**config.mk**
```make
export PLATFORM = sky130hd
export DESIGN_NAME = uart_avms_master
export DESIGN_NICKNAME = d
export VERILOG_FILES = /design/src/rtl/uart_avms_master.sv
export SDC_FILE = /design/constraint.sdc
export NUM_CORES = 1
export LEC_CHECK = 0
export ABC_CLOCK_PERIOD_IN_PS = 2400
export CORE_MARGIN = 8
export CORE_UTILIZATION = 53
export CTS_CLUSTER_DIAMETER = 60
export DETAILED_ROUTE_END_ITERATION = 7
export GPL_TIMING_DRIVEN = 0
export HOLD_SLACK_MARGIN = 0.15
export PLACE_DENSITY = 0.76
export SLEW_MARGIN = 25
export SYNTH_ARGS = -nofsm -noshare
export SYNTH_HDL_FRONTEND = slang
export SYNTH_SLANG_ARGS = --single-unit
export TNS_END_PERCENT = 10
```
**constraint.sdc**
```tcl
create_clock -name clk_i -period 2.4 [get_ports clk_i]
set_clock_uncertainty 0.05 [all_clocks]
set_input_delay 0.48 -clock clk_i [delete_from_list [all_inputs] [get_ports clk_i]]
set_output_delay 0.48 -clock clk_i [all_outputs]
set_load 0.005 [all_outputs]
```
**src/rtl/uart_avms_master.sv**
```systemverilog
// uart_avms_master: Avalon-MM master that turns uart_core register accesses into
// a TX byte stream (FIFO + STATUS polling) and an RX byte stream (IRQ-driven reads).
module uart_avms_master #(
  parameter int unsigned TX_DEPTH     = 16,
  parameter int unsigned READ_LATENCY = 1,
  parameter int unsigned POLL_GAP     = 3
) (
  input  logic       clk_i,
  input  logic       arst_n_i,
  input  logic [7:0] s_tx_data_i,
  input  logic       s_tx_valid_i,
  output logic       s_tx_ready_o,
  output logic [7:0] m_rx_data_o,
  output logic       m_rx_valid_o,
  input  logic       m_rx_ready_i,
  output logic [3:0] avm_address_o,
  output logic       avm_byteenable_o,
  output logic       avm_read_o,
  output logic       avm_write_o,
  output logic [7:0] avm_writedata_o,
  input  logic [7:0] avm_readdata_i,
  input  logic       irq_i,
  output logic [7:0] rx_drop_cnt_o,
  output logic       busy_o
);

  localparam int unsigned AW = $clog2(TX_DEPTH);
  localparam int unsigned CW = AW + 1;
  localparam int unsigned GW = (POLL_GAP < 2) ? 1 : $clog2(POLL_GAP + 1);

  localparam logic [3:0] ADDR_TXDATA = 4'h0;
  localparam logic [3:0] ADDR_STATUS = 4'h1;
  localparam logic [3:0] ADDR_RXDATA = 4'h2;

  typedef enum logic [2:0] {
    IDLE, GAP, ST_RD, ST_WAIT, TX_WR, RX_RD, RX_WAIT
  } state_e;

  state_e         state_q;
  logic [GW-1:0]  gap_q;
  logic [1:0]     lat_q;
  logic [1:0]     mask_q;
  logic [AW-1:0]  wr_ptr_q, rd_ptr_q;
  logic [CW-1:0]  cnt_q, cnt_d;
  logic [7:0]     mem_q [TX_DEPTH];
  logic           tx_ready_q, busy_q;
  logic           read_q, write_q, be_q;
  logic [3:0]     addr_q;
  logic [7:0]     wdata_q, rx_data_q, drop_q;
  logic           rx_valid_q;
  logic           push, pop;

  assign push = s_tx_valid_i && tx_ready_q;
  assign pop  = (state_q == TX_WR);

  // Next FIFO occupancy; push and pop together leave it unchanged
  always_comb begin
    cnt_d = cnt_q;
    if (push && !pop)      cnt_d = cnt_q + CW'(1);
    else if (pop && !push) cnt_d = cnt_q - CW'(1);
  end

  // FIFO storage, written on accepted pushes
  always_ff @(posedge clk_i) begin
    if (push) mem_q[wr_ptr_q] <= s_tx_data_i;
  end

  // FIFO pointers, occupancy and the registered ready/busy flags
  always_ff @(posedge clk_i or negedge arst_n_i) begin
    if (!arst_n_i) begin
      wr_ptr_q   <= '0;
      rd_ptr_q   <= '0;
      cnt_q      <= '0;
      tx_ready_q <= 1'b1;
      busy_q     <= 1'b0;
    end else begin
      if (push) wr_ptr_q <= wr_ptr_q + AW'(1);
      if (pop)  rd_ptr_q <= rd_ptr_q + AW'(1);
      cnt_q      <= cnt_d;
      tx_ready_q <= (cnt_d != CW'(TX_DEPTH));
      busy_q     <= (state_q != IDLE) || (cnt_d != '0);
    end
  end

  // Bus sequencer: strobes are set on entry to the state they belong to
  always_ff @(posedge clk_i or negedge arst_n_i) begin
    if (!arst_n_i) begin
      state_q    <= IDLE;
      gap_q      <= GW'(POLL_GAP);
      lat_q      <= '0;
      mask_q     <= '0;
      read_q     <= 1'b0;
      write_q    <= 1'b0;
      be_q       <= 1'b0;
      addr_q     <= ADDR_STATUS;
      wdata_q    <= '0;
      rx_data_q  <= '0;
      rx_valid_q <= 1'b0;
      drop_q     <= '0;
    end else begin
      read_q  <= 1'b0;
      write_q <= 1'b0;
      be_q    <= 1'b0;
      addr_q  <= ADDR_STATUS;
      if (mask_q != '0) mask_q <= mask_q - 2'd1;
      if (rx_valid_q && m_rx_ready_i) rx_valid_q <= 1'b0;
      case (state_q)
        IDLE: begin
          if (irq_i && (mask_q == '0)) begin
            state_q <= RX_RD;
            read_q  <= 1'b1;
            addr_q  <= ADDR_RXDATA;
          end else if (cnt_q != '0) begin
            if (POLL_GAP == 0) begin
              state_q <= ST_RD;
              read_q  <= 1'b1;
            end else begin
              state_q <= GAP;
              gap_q   <= GW'(POLL_GAP);
            end
          end
        end
        GAP: begin
          if (gap_q <= GW'(1)) begin
            state_q <= ST_RD;
            read_q  <= 1'b1;
            gap_q   <= GW'(POLL_GAP);
          end else begin
            gap_q <= gap_q - GW'(1);
          end
        end
        ST_RD: begin
          state_q <= ST_WAIT;
          lat_q   <= 2'(READ_LATENCY - 1);
        end
        ST_WAIT: begin
          if (lat_q == '0) begin
            if (avm_readdata_i[0]) begin
              state_q <= TX_WR;
              write_q <= 1'b1;
              be_q    <= 1'b1;
              addr_q  <= ADDR_TXDATA;
              wdata_q <= mem_q[rd_ptr_q];
            end else begin
              state_q <= IDLE;
            end
          end else begin
            lat_q <= lat_q - 2'd1;
          end
        end
        TX_WR: state_q <= IDLE;
        RX_RD: begin
          state_q <= RX_WAIT;
          lat_q   <= 2'(READ_LATENCY - 1);
        end
        RX_WAIT: begin
          if (lat_q == '0) begin
            state_q <= IDLE;
            mask_q  <= 2'd2;
            if (!rx_valid_q || m_rx_ready_i) begin
              rx_data_q  <= avm_readdata_i;
              rx_valid_q <= 1'b1;
            end else if (drop_q != 8'hFF) begin
              drop_q <= drop_q + 8'd1;
            end
          end else begin
            lat_q <= lat_q - 2'd1;
          end
        end
        default: state_q <= IDLE;
      endcase
    end
  end

  assign s_tx_ready_o     = tx_ready_q;
  assign busy_o           = busy_q;
  assign avm_read_o       = read_q;
  assign avm_write_o      = write_q;
  assign avm_byteenable_o = be_q;
  assign avm_address_o    = addr_q;
  assign avm_writedata_o  = wdata_q;
  assign m_rx_data_o      = rx_data_q;
  assign m_rx_valid_o     = rx_valid_q;
  assign rx_drop_cnt_o    = drop_q;

endmodule

```
Word-level counts from Yosys, hierarchy flattened. Memory sizes are Yosys's and may differ from the RTL's. A register that Yosys moved wholly into a read port is not among the register bits. Index checks and enable logic that the tools add are counted.

Memories kept: 1. Output and inout port bits: 34. Bits in latches: 0. Memory bits (writable): 128. Flip-flop bits (word level): 47. Logic and storage cells: 103. Memory bits (read-only): 0.

Memories: mem_q (words 16, bits a word 8, read ports 1, clocked after memory_dff 1, wr ports 1, RTL line 45) `logic [7:0] mem_q [TX_DEPTH];`.

Div/mod/pow operators: 0. Eq/ne operators: 15. Bitwise logic cells: 1. Multipliers: 0. Shift-type cells: 0. Muxes and demuxes: 34. Magnitude comparators: 1. Add/subtract/negate cells: 8. Reductions and logical operators: 28.

Operator list (count): 3-bit 2-to-1 mux (6); 3-bit case mux with 6 select lines (1); 2-bit 2-to-1 mux (8); 1-bit 2-to-1 mux (13); 2-bit != test (second input constant) (6); 2-bit case mux with 2 select lines (3); 5-bit 2-to-1 mux (2); 5-bit nonzero test (2); 3-bit equality test (second input constant) (3); 3-bit AND reduction (3); 4-bit by 1-bit adder with 4-bit output (second input constant) (2); 8-bit by 1-bit adder with 8-bit output (second input constant) (1); 8-bit != test (second input constant) (1); 4-bit AND reduction (2); 3-bit by 2-bit equality test with 1-bit output (second input constant) (2); 2-bit nonzero test (3); 2-bit by 1-bit subtractor with 2-bit output (second input constant) (3); 5-bit by 1-bit adder with 5-bit output (second input constant) (1); 1-bit logical AND (5); 5-bit != test (second input constant) (1); 5-bit by 1-bit subtractor with 5-bit output (second input constant) (1); 1-bit zero test (4); 2-bit zero test (2); 2-bit OR reduction (2); other kinds (9) (10).

Depth between registers and ports, before layout.
Word-level depth: 7. Mapped depth: 8. Mapped depth without buffers: 7.

Least setup slack after synthesis. OpenSTA, ideal clock, no wires.

Path kind: flip-flop to flip-flop. Start point: register cnt_q[1]. End point: register busy_q, in the netlist busy_o. Library setup time: 135 ps. Clock period less this slack: 1848 ps. Slack: 552 ps. Arrival time: 1664 ps. Stages on the path, launching flop included: 7. Path buffers: 1. Cells stage by stage: dfrtp_1 > clkbuf_1 > inv_1 > ha_1 > or4_1 > a31oi_1 > nand4bb_1.

Word-level cells in the longest chain between the ends: 5. Elaborated cells on any way between the ends: 6. Classes of those cells: 2 x add/sub; 2 x mux; 2 x reduce/logical.

Ends and longest elaborated chain: start, declared (RTL line 44) `logic [CW-1:0] cnt_q, cnt_d;`; start signal, assigned (RTL line 79) `cnt_q <= cnt_d;`; 5-bit by 1-bit subtractor with 5-bit output (RTL line 60) `else if (pop && !push) cnt_d = cnt_q - CW'(1);`; 5-bit 2-to-1 mux (RTL line 60); 5-bit 2-to-1 mux * (RTL line 59) `if (push && !pop) cnt_d = cnt_q + CW'(1);`; 5-bit nonzero test * (RTL line 81) `busy_q <= (state_q != IDLE) || (cnt_d != '0);`; 1-bit logical OR * (RTL line 81); end signal, assigned (RTL line 81); end, declared (RTL line 46) `logic tx_ready_q, busy_q;`.

Every way passes the cells marked *; elsewhere a longest branch is shown, timed or not. A chain may end at the register's enable or synchronous reset.

Worst setup path in the final report.
Start point: input s_tx_valid_i. End point: memory mem_q[1][6] (enable).

Word-level cells in the longest chain between the ends: 3.

Ends and longest elaborated chain: start, declared (RTL line 11) `input logic s_tx_valid_i,`; 1-bit logical AND (RTL line 53) `assign push = s_tx_valid_i && tx_ready_q;`; 1-bit 2-to-1 mux (RTL line 65) `if (push) mem_q[wr_ptr_q] <= s_tx_data_i;`; 1-bit 2-to-1 mux (implied by the code) (RTL line 65); end, declared (RTL line 45).

No other way between the ends.

==> results.cfg <==
[timing]
finalSetupViolCount = 0
fmax_mhz = 434
drv_slew = 0
period_share_pct = 95.9
rsz0062_at_grt = false
fin_ws_ns = 0.0984
worst_pin_slew_ns = 0.683
relSlewSlack_pct = 54.4
min_period_ns = 2.30
timing.hold.ws_ns = 0.427
hold_violations = 0

[setup_path]
startpoint = s_tx_valid_i
path_delay_family = simple AND/OR/NAND/NOR gates
crit_buf_inv = 2
r2r-end = mem_q[1][6]$_DFFE_PP_
rrSetupSlack_ns = 0.17
crit_type = primary input to flop
r2r_start = s_tx_ready_o$_DFF_PN1_
path_cells = clkdlybuf4s50_1 > nand2_1 > clkbuf_1 > nor3_1 > and2_1
arrival_ns = 2.32
worst_ep_required_time_ns = 2.42
start_kind = primary input
critPathMaxFanout = 10
max_stage_delay_ns = 0.58
reg2reg_depth = 4
critical-path-slowest-cell = clkdlybuf4s50_1
worstSetupEndpointType = flop

[power]
p_int_mw = 7.01
power.density_nw_per_um2 = 1120
power_mw = 9.97
seq_power_share_pct = 41.9
ir_worst_vdd_mv = 0.572
p_leak_nw = 3.24
p_switching_mw = 2.96
switching_share_pct = 29.7
clkPwrFrac_pct = 26.3
pwr-share-comb_pct = 31.8

[route]
drcViolationCount = 0
dr.pass1.iters = 5
routed_wl_um = 15200
drt-initial-drc-count = 466
routedWlPerCell_um = 21.1
num_vias = 4294
via_per_inst = 5.97
ant_nets = 0

[layout]
fin_area_um2 = 8870
syn2layout_area_growth_pct = 17.3
fin_util_pct = 63.7
num_antenna_cells = 0
num-nets-final = 557
layout-drive-gt1-share_pct = 18.2

[global_routing]
gr-max-usage-layer = met2
use_met2_pct = 26.7
grt_overflow_total = 0
met3_usage_pct = 4.56
first_global_vias = 4241
antenna_found_initial = 0
grt_usage_pct = 17.1
grt_start_max_net_pins = 54
met1_usage_pct = 22.8
grt_pass1_wl_um = 23300

[clock_tree]
cts_sinks = 181
cts_resized = 0
root_buffer = clkbuf_16
htreeDepth = 4
clk_latency_ns = 0.43
clk_pin_slew_worst_paths_ns = 0.06
cts_tree = yes
cts_buffer_depth = 2
cts_buffers = 17

[floorplanning]
core_um2 = 13900
start_util_pct = 54.3
fp-row-count = 43
dieArea_um2 = 18300
die_y_um = 135
pin_count = 55
fp.dieW_um = 135

[min_path]
hold_path.startpoint = avm_writedata_o[3]$_DFFE_PN0P_
hold_path_class = flop to flop
whs_endpoint = avm_writedata_o[3]$_DFFE_PN0P_
hold_depth = 1

[synthesis]
postSynthAreaPerCell_um2 = 16.7
ys_ff_latch = 181
synth-edff-count = 128
synth_xor_area_share_pct = 1.74
synth_compound_area_share_pct = 4.78
synth.top_cells.by_area = edfxtp_1, dfrtp_1, mux4_2
yosysWarnings = 0
synth_ff_type = edfxtp_1
yosys-mux-area-fraction_pct = 12.4
syn_inst = 454
synth.largest_area_cell = edfxtp_1
synth_top_family_by_area = multiplexers
ys_async_sr_fraction_pct = 29.3
syn_area_um2 = 7560
yosysUniqueCellTypes = 57
synthAdderAreaFrac_pct = 1.62
synth_top_area_share_pct = 50.8
ys_seq_area_share_pct = 68.4
synthSimpleGateAreaFrac_pct = 7.69

[placement]
dp_hpwl_um = 10100
dpl_cell_area_um2 = 8310
numPortBuffers = 52
post-place-ws_ns = -0.268
routabilityCongestion = 0.833

[run]
cap_violations = 0

[run_status]
status = complete, no violations
==> cell type report <==
class / count / area, um^2
flip-flops and latches: 181 / 5170
fillers: 950 / 5060
multi-input cells: 233 / 2140
repair buffers: 53 / 528
clock buffers: 22 / 444
well taps: 180 / 225
plain buffers: 28 / 199
clock inverters: 9 / 105
inverters: 13 / 48.8
==> synthesized netlist by cell type (all sizes together) (2+ instances only) <==
cell type,n
a21oi,5
o21ai,9
mux2i,11
and2,13
buf,23
ha,9
a211oi,9
xor2,6
nor3b,4
nand3,13
nand4,8
nand4b,2
a31o,2
mux2,9
nor3,7
inv,13
o22ai,8
o211ai,3
dfrtp,49
clkbuf,5
nor2b,3
dfstp,4
a21o,8
xnor2,9
nand2b,2
and3,7
nand2,17
mux4,32
or3,2
edfxtp,128
or3b,2
nor2,14
or2,2
o221a,2
==> metrics by stage <==
step	cells	setup TNS (ns)
6_report	719	0
5_1_grt	719	0
4_1_cts	719	0
3_5_place_dp	687	-17.63
3_3_place_gp	687	-44.37
2_1_floorplan	455	0
==> power by group through the flow <==
stage	combinational, mW	sequential [mW]	clock [mW]
global placement	3.07	4.20	0
finish	3.17	4.18	2.62
global route	3.40	4.23	2.78
detailed placement	3.15	4.24	0
CTS	3.18	4.18	2.66
floorplan	2.09	4.19	0
==> worst max path at each step <==
stage,to,slack [ns],depth (start not counted)
global route,mem_q[3][7]$_DFFE_PP_,0.02,5
global placement,wr_ptr_q[1]$_DFFE_PN0P_,-0.67,1
CTS,mem_q[1][0]$_DFFE_PP_,0.09,5
detailed placement,mem_q[3][4]$_DFFE_PP_,-0.27,5
floorplan,busy_o$_DFF_PN0_,0.55,6
finish,mem_q[1][6]$_DFFE_PP_,0.1,5
==> cells in the final DEF, fill, tap and decap left out, types with 8 or more instances in the layout <==
cell type / synthesis / routed
o22ai_1: 8 / 8
o21ai_0: 9 / 9
clkbuf_16: 0 / 17
mux2i_1: 11 / 11
nand4_1: 8 / 8
a21o_1: 8 / 8
inv_1: 13 / 13
a211oi_1: 9 / 9
xnor2_1: 9 / 9
mux2_2: 9 / 9
nand2_1: 17 / 17
clkdlybuf4s50_1: 0 / 51
and2_1: 13 / 13
buf_4: 8 / 9
edfxtp_1: 128 / 128
mux4_2: 30 / 30
nor2_1: 13 / 13
ha_1: 9 / 9
clkbuf_1: 5 / 10
nand3_1: 13 / 13
dfrtp_1: 49 / 49
==> state kept, by name, summed over array words and instances, names as in the netlist <==
name	cells
gap_q	2
mem_q	128
avm_writedata_o	8
m_rx_valid_o	1
m_rx_data_o	8
busy_o	1
avm_read_o	1
state_q	3
mask_q	2
rd_ptr_q	4
wr_ptr_q	4
lat_q	2
avm_byteenable_o	1
avm_address_o	2
cnt_q	5
rx_drop_cnt_o	8
s_tx_ready_o	1
==> worst register-to-register path: stages (launching register included) <==
cell and delay [ns]:
dfstp_2 0.59, nand2_1 0.10, clkbuf_1 0.24, nor3_1 0.40, and2_1 0.49
==> cell families (layout without fill, tap and decap cells) <==
group                    Yosys count  in the layout
flip-flops                       181            181
multiplexers                      52             52
other                              1              2
buffers and inverters             41            125
XOR/XNOR                          15             15
adder cells (fa/ha/maj)           10             10
AO/OA/AOI/OAI                     52             52
AND/OR/NAND/NOR                  102            102
==> layer usage <==
layer	part of all wire, %	vias up
met5	0	-
met4	1.9	0
met3	7.0	22
met2	49	172
met1	42	2200
li1	-	1900
==> what timing repair did <==
item / 4_1_cts / 5_1_grt
buffers inserted: 0 / 0
setup endpoints to repair: 0 / 0
hold buffers: 1 / 0
endpoints found under the hold margin: 49 / 0
(Power assumes the default switching activity.)
